File: src/rtl/sap1_display_pkg.sv
// Shared types and constants for the SAP-1 output display.
// Optional sign support is selected in the top with SAP1_DISPLAY_SINAL_EN.
package sap1_display_pkg;

   typedef enum logic {
      IDLE = 1'b0,
      CONV = 1'b1
   } state_t;

   localparam int SCAN_DIV_DEF = 16;

   // Active-low segment codes, bit 0 = a ... bit 6 = g
   localparam logic [6:0] SEG_0     = 7'h40;
   localparam logic [6:0] SEG_1     = 7'h79;
   localparam logic [6:0] SEG_2     = 7'h24;
   localparam logic [6:0] SEG_3     = 7'h30;
   localparam logic [6:0] SEG_4     = 7'h19;
   localparam logic [6:0] SEG_5     = 7'h12;
   localparam logic [6:0] SEG_6     = 7'h02;
   localparam logic [6:0] SEG_7     = 7'h78;
   localparam logic [6:0] SEG_8     = 7'h00;
   localparam logic [6:0] SEG_9     = 7'h10;
   localparam logic [6:0] SEG_BLANK = 7'h7F;
   localparam logic [6:0] SEG_MINUS = 7'h3F;

   // Any nibble value >= 10 decodes to blank; this one is used on purpose.
   localparam logic [3:0] NIB_BLANK = 4'hF;

   // Double-dabble correction: add 3 to every BCD nibble that is >= 5.
   function automatic logic [11:0] dd_add3(input logic [11:0] v);
      logic [11:0] r;
      r = v;
      for (int i = 0; i < 3; i++) begin
         if (r[i*4 +: 4] >= 4'd5)
            r[i*4 +: 4] = r[i*4 +: 4] + 4'd3;
      end
      return r;
   endfunction

endpackage

File: src/rtl/display_saida_dec7seg.sv
// BCD digit to active-low 7-segment decoder; codes 10..15 decode to blank.
module dec7seg
   import sap1_display_pkg::*;
(
   input  logic [3:0] bcd,
   output logic [6:0] seg
);

   always_comb begin
      seg = SEG_BLANK;
      case (bcd)
         4'd0:    seg = SEG_0;
         4'd1:    seg = SEG_1;
         4'd2:    seg = SEG_2;
         4'd3:    seg = SEG_3;
         4'd4:    seg = SEG_4;
         4'd5:    seg = SEG_5;
         4'd6:    seg = SEG_6;
         4'd7:    seg = SEG_7;
         4'd8:    seg = SEG_8;
         4'd9:    seg = SEG_9;
         default: seg = SEG_BLANK;
      endcase
   end

endmodule

File: src/rtl/display_saida.sv
// SAP-1 output display: iterative binary-to-BCD conversion plus 4-digit multiplexed scan.
// Define SAP1_DISPLAY_SINAL_EN to treat d as two's complement and show a minus sign on digit 3.
module display_saida
   import sap1_display_pkg::*;
#(
   parameter int SCAN_DIV = SCAN_DIV_DEF
)(
   input  logic        clk,
   input  logic        rst,
   input  logic [7:0]  d,
   input  logic        n_write,
   output logic        busy,
   output logic [11:0] bcd,
   output logic        neg,
   output logic [3:0]  an,
   output logic [6:0]  seg
);

   localparam logic [15:0] SCAN_LAST = 16'(SCAN_DIV - 1);

   state_t      state;
   logic [7:0]  bin_sr;
   logic [11:0] work;
   logic [2:0]  iter;
   logic [7:0]  mag;
   logic [19:0] step;
   logic [11:0] work_nx;
   logic [7:0]  bin_nx;

`ifdef SAP1_DISPLAY_SINAL_EN
   logic neg_cap;
   logic neg_r;

   // 8'h80 negates to itself, which read as unsigned is the wanted 128
   assign mag = d[7] ? 8'(-d) : d;
   assign neg = neg_r;
`else
   assign mag = d;
   assign neg = 1'b0;
`endif

   assign step    = {dd_add3(work), bin_sr} << 1;
   assign work_nx = step[19:8];
   assign bin_nx  = step[7:0];

   // Conversion FSM; a capture always wins, even on the final iteration
   always_ff @(posedge clk) begin
      if (rst) begin
         state  <= IDLE;
         busy   <= 1'b0;
         bcd    <= 12'h000;
         bin_sr <= 8'h00;
         work   <= 12'h000;
         iter   <= 3'd0;
`ifdef SAP1_DISPLAY_SINAL_EN
         neg_cap <= 1'b0;
         neg_r   <= 1'b0;
`endif
      end else if (!n_write) begin
         state  <= CONV;
         busy   <= 1'b1;
         bin_sr <= mag;
         work   <= 12'h000;
         iter   <= 3'd0;
`ifdef SAP1_DISPLAY_SINAL_EN
         neg_cap <= d[7];
`endif
      end else begin
         case (state)
            IDLE: begin
               busy <= 1'b0;
            end
            CONV: begin
               bin_sr <= bin_nx;
               work   <= work_nx;
               iter   <= iter + 3'd1;
               if (iter == 3'd7) begin
                  state <= IDLE;
                  busy  <= 1'b0;
                  bcd   <= work_nx;
`ifdef SAP1_DISPLAY_SINAL_EN
                  neg_r <= neg_cap;
`endif
               end
            end
            default: begin
               state <= IDLE;
               busy  <= 1'b0;
            end
         endcase
      end
   end

   // Digit scanning runs free of the converter
   logic [15:0] scan_cnt;
   logic [1:0]  dig_idx;

   always_ff @(posedge clk) begin
      if (rst) begin
         scan_cnt <= 16'd0;
         dig_idx  <= 2'd0;
      end else if (scan_cnt == SCAN_LAST) begin
         scan_cnt <= 16'd0;
         dig_idx  <= dig_idx + 2'd1;
      end else begin
         scan_cnt <= scan_cnt + 16'd1;
      end
   end

   logic [3:0] hund, tens, units;
   logic [3:0] nib;
   logic [6:0] seg_dec;

   assign hund  = bcd[11:8];
   assign tens  = bcd[7:4];
   assign units = bcd[3:0];

   // Leading-zero suppression happens here so a single decoder serves all digits
   always_comb begin
      nib = NIB_BLANK;
      case (dig_idx)
         2'd0:    nib = units;
         2'd1:    nib = (hund == 4'd0 && tens == 4'd0) ? NIB_BLANK : tens;
         2'd2:    nib = (hund == 4'd0) ? NIB_BLANK : hund;
         default: nib = NIB_BLANK;
      endcase
   end

   dec7seg u_dec7seg (
      .bcd (nib),
      .seg (seg_dec)
   );

`ifdef SAP1_DISPLAY_SINAL_EN
   assign seg = (dig_idx == 2'd3 && neg_r) ? SEG_MINUS : seg_dec;
`else
   assign seg = seg_dec;
`endif

   assign an = ~(4'b0001 << dig_idx);

endmodule
File: config.mk
export PLATFORM = sky130hd
export DESIGN_NAME = display_saida
export DESIGN_NICKNAME = d
export VERILOG_FILES = /design/src/rtl/sap1_display_pkg.sv /design/src/rtl/display_saida_dec7seg.sv /design/src/rtl/display_saida.sv
export SDC_FILE = /design/constraint.sdc
export NUM_CORES = 1
export LEC_CHECK = 0
export CAP_MARGIN = 40
export CORE_MARGIN = 5
export CORE_UTILIZATION = 55
export DETAILED_ROUTE_END_ITERATION = 8
export GPL_TIMING_DRIVEN = 0
export PLACE_DENSITY = 0.85
export SKIP_CTS_REPAIR_TIMING = 1
export SLEW_MARGIN = 20
export SYNTH_ARGS = -nofsm -noshare
export SYNTH_HDL_FRONTEND = slang
export SYNTH_HIERARCHICAL = 1
export SYNTH_SLANG_ARGS = --single-unit
File: constraint.sdc
create_clock -name clk -period 4.9 [get_ports clk]
set_input_delay 0.98 -clock clk [delete_from_list [all_inputs] [get_ports clk]]
set_output_delay 0.98 -clock clk [all_outputs]
set_load 0.05 [all_outputs]
Word-level counts from Yosys, hierarchy flattened --
Memory sizes are Yosys's and may differ from the RTL's. Cells that the tools add are included.
Storage, ports and cells: register bits after elaboration 55, bits in read-only memories 112, input port bits 11, word-level logic and storage cells 49, memories kept 1
Memory list:
- (no name shown) | words 16, width 7, rd ports 1, clocked after memory_dff 0, write ports 0, line display_saida_dec7seg.sv:11 | case (bcd)
Operators by class: add/subtract/negate cells 6, $lt $le $gt $ge 3, equality and inequality tests 6, shift-type cells 1, muxes and demuxes 14, bitwise logic cells 3, reductions and logical operators 7
Operators with widths (number):
- $add 16x1->16 const B | 1
- $eq 16x4->1 const B | 1
- $mux 4 | 4
- $mux 8 | 2
- $ge 4x3->1 const B | 3
- $pmux 4 s3 | 1
- $add 4x2->4 const B | 2
- $logic_not 4->1 | 2
- $mux 1 | 5
- $not 4->4 | 1
- $reduce_or 2->1 | 2
- $shl 1x2->4 const A | 1
- $add 3x1->3 const B | 1
- $add 3x2->3 const B | 1
- $eq 3x3->1 const B | 1
- $mux 3 | 1
- $ne 3x2->1 const B | 1
- $reduce_and 3->1 | 1
- $add 2x1->2 const B | 1
- $eq 2x1->1 const B | 1
- $eq 2x2->1 const B | 1
- $logic_not 2->1 | 1
- $ne 2x1->1 const B | 1
- $not 1->1 | 2
- 2 further kinds | 2

Depth between registers and ports, before layout --
Gate-level depths: netlist of run 1. An unclocked memory read counts as a cell.
word-level depth 5, gate-level depth with buffers 9, depth with buffers taken out 9

By module --
Netlist of run 1, hierarchy kept.
Modules (own cells, without submodules):
- display_saida | instances 1, cells each 302, area an instance 2650.0 sq um, seq. area each 1101.1 sq um
- dec7seg | instances 1, cells each 33, area an instance 210.2 sq um, seq. area each 0.0 sq um

Least setup slack after synthesis of run 1 --
No wires, ideal clock.
kind register to output, start register bcd[10], end output port seg[4], data arrival time 2945 ps, setup slack 975 ps, stages on the path, launching flop included 10, buffers on the path 0, cell sequence dfxtp_1 > nor4_1 > and2_1 > o21ai_0 > nand3_1 > inv_1 > ha_1 > nand2_1 > o21ai_0 > o21ai_0
On the way: cells in the longest elaborated chain, start to end 5
RTL lines:
- from (decl) | line display_saida.sv:13 | output logic [11:0] bcd,
- from (signal assigned) | line display_saida.sv:80 | bcd <= work_nx;
- $logic_not 4->1 (*) | line display_saida.sv:123, display_saida.sv:124
- $logic_and 1x1->1 | line display_saida.sv:123 | 2'd1: nib = (hund == 4'd0 && tens == 4'd0) ? NIB_BLANK : tens;
- $mux 4 | line display_saida.sv:123
- $pmux 4 s3 (*) | line display_saida.sv:121 | case (dig_idx)
- net nib[1] | line display_saida.sv:111 | logic [3:0] nib;
- $mem_v2 16x7 (*)
- to (decl) | line display_saida.sv:16 | output logic [6:0] seg
The timed path passes the listed nets; every way through them passes the cells marked *.

Worst setup path after layout of run 1 --
start register bcd[10], end output port seg[3]
The elaborated chain is that of the path after synthesis.

==> reports/qor.yml, run 1 <==
end_kind: "output pin"
crit_family: "simple AND/OR/NAND/NOR gates"
antenna_found_initial: 0
dp_hpwl_mm: 4.748
synth_common_cells: "dfxtp_1 (55), nor2_1 (41), o21ai_0 (27), a21oi_1 (22)"
post-place-cells: 438
ant_nets: 0
clockRootBuffer: "clkbuf_8"
via_per_inst: 5.585
power_density_mw_per_mm2: 233.1
cp_data_arrival_time_ns: 3.23
slew_headroom: 0.6345
vdd_drop_max_uv: 147.5
port_buffers: 33
htree_levels: 2
timing.critical_path.cells: "nor4_1 > and2_1 > o21ai_0 > nand3_1 > inv_1 > ha_1 > or2_1 > a21oi_2 > a31oi_1 > clkdlybuf4s50_1"
drtIter0Drc: 125
synth_ff_type: "dfxtp_1"
cts_tree: "built"
switching_power_mw: 0.1890
cp.required_ns: 3.92
clkPwrFrac: 0.338
drv_slew: 0
placed_cell_area_mm2: 0.003278
grt_pass1_wl_mm: 10.77
synth_cell_type_count: 37
fp.dieH_um: 82.12
drt_first_pass_iters: 4
start_util: 0.5636
grt_pass1_vias: 2479
post-synth-top-count-cell: "dfxtp_1"
clk_pin_slew_ns: 0.10
muxShareOfSynthArea: 0.05031
totalWireLength_mm: 6.328
ys_seq_elements: 55
fin_skew_ns: 0.006073
cts_buffers: 5
power_frac_comb: 0.075
min_path_type: "reg2reg"
wl_per_cell_um: 14.19
crit_buf_inv: 2
async_reset_ff_frac: 0
cpMaxStageDelayCell: "clkdlybuf4s50_1"
die_w_um: 82.12
p_leak_nw: 1.263
cap_viol_max_count: 0
synth-edff-count: 0
rsz0062_at_grt: "no"
tightest_slew_ns: 0.5466
rrSetupSlack_ns: 3.15
max_stage_delay_ns: 0.71
final_area_mm2: 0.003377
clk_latency_ns: 0.31
finalCritPeriodShare: 0.8586
overflow: 0
yosys.area.top_type_share: 0.3850
synth_nets: 365
synth_xor_area_frac: 0.05512
ys_seq_area_frac: 0.3850
synth_top_area_cell: "dfxtp_1"
syn_inst: 335
final-hold-violation-count: 0
post-route-min-period_ns: 4.207
track_usage: 0.2065
synth_warnings: 6
drive_above_1_share: 0.06383
row_count: 26
path_max_fanout: 6
intPower_mw: 0.5982
synth-simple-area-share: 0.2231
drc: 0
vias: 2491
area_delta_synth_final_pct: 18.07
io_pins: 36
cp-start-kind: "flop"
p_sw_frac: 0.2401
setup.worst_path.class: "reg2out"
grt_max_degree: 18
syn_area_per_cell_um2: 8.538
fmax_mhz: 237.7
place_congestion: 0.7966
synth_area_leaders: "dfxtp_1 (38%), ha_1 (8.3%), nor2_1 (5.4%)"
sequentialPowerShare: 0.588
synth_top_family_by_area: "simple AND/OR/NAND/NOR gates"
cts.sinks: 55
final_cells: 446
setup_viol: 0
synth_adder_area_share: 0.08311
layout.nets: 405
core_mm2: 0.005075
clockBufferDepth: 2
syn_area_mm2: 0.002860
dieArea_mm2: 0.006743
diodes: 0
status: "complete, no violations"
synth-compound-area-share: 0.1409
tns_ns: 0
## through the flow
| step | hold slack, ns | utilization | total power, mW | setup slack (ns) |
|---|---|---|---|---|
| after floorplan | 0.4261 | - | 0.5111 | 0.9752 |
| after global placement | 0.4398 | 0.6460 | 0.5285 | 1.139 |
| after detailed placement | 0.4510 | 0.6460 | 0.5308 | 1.074 |
| after CTS | 0.4671 | 0.6654 | 0.7926 | 0.6984 |
| after global routing | 0.5114 | 0.6654 | 0.8236 | 0.3172 |
| final | 0.4682 | 0.6654 | 0.7872 | 0.6928 |
## power groups by stage
stage	sequential (mW)	clock, mW	combinational [mW]
2_1_floorplan	0.473	0	0.0382
3_3_place_gp	0.472	0	0.0562
3_5_place_dp	0.473	0	0.0582
4_1_cts	0.462	0.272	0.0584
5_1_grt	0.464	0.296	0.0640
6_report	0.463	0.266	0.0587
## cell families after synthesis
family | Yosys count
AO/OA/AOI/OAI | 71
XOR/XNOR | 18
adder cells (fa/ha/maj) | 19
buffers and inverters | 36
flip-flops | 55
multiplexers | 14
other | 1
AND/OR/NAND/NOR | 121
## worst min-delay path: stages, from the launching register on
cell	delay, ns
dfxtp_1	0.32
inv_1	0.04
a21boi_0	0.06
## layout make-up
cell class / count / area, µm²
repair buffers: 33 / 330.3
multi-input cells: 244 / 1584
well taps: 70 / 87.58
clock inverters: 2 / 16.27
fillers: 431 / 1698
inverters: 18 / 67.56
clock buffers: 6 / 82.58
plain buffers: 18 / 107.6
flip-flops and latches: 55 / 1101
## flip-flops by register name, indices dropped and copies added, names as in the netlist
signal	count
bin_sr	8
iter	3
busy	1
dig_idx	2
work	12
scan_cnt	16
bcd	12
state	1
## path summary, 6_finish.rpt
path	start	endpoint	cells after the start
setup / recovery	bcd[10]	seg[3]	10
hold reg to reg	busy	busy	2
setup reg to reg	scan_cnt[0]	scan_cnt[9]	7
hold / removal	busy	busy	2
## layout by cell type, fill, tap and decap left out, types with 2 or more instances in the layout
master            n
a211oi_1         12
a21oi_1          22
and2_1            2
and3_1            3
buf_1             2
buf_2             5
buf_6             4
clkbuf_1          6
clkbuf_8          6
clkdlybuf4s50_1  33
dfxtp_1          55
ha_1             19
inv_1            18
mux2_2            3
mux2i_1          11
nand2_1          13
nand2b_1         19
nand3_1          16
nand3b_1          8
nand4_1           4
nor2_1           41
nor3b_1           2
nor4_1            6
o21ai_0          27
o22ai_1           6
or3_1             2
xnor2_1          11
xor2_1            7
## per-layer routing
metal | vias up | GRT usage | part of all wire
li1 | 1238 | - | -
met5 | - | 0 | 0
met1 | 1161 | 0.2492 | 0.44
met3 | 23 | 0.03688 | 0.045
met2 | 69 | 0.3409 | 0.47
met4 | 0 | 0.1262 | 0.036
Power figures use the tool's default switching activity.
==> run 2: changes to the inputs <==
TNS_END_PERCENT = 20   (was not set)
==> results of run 2 <==
The final DEF is identical to that of run 1; final timing and power are the same.
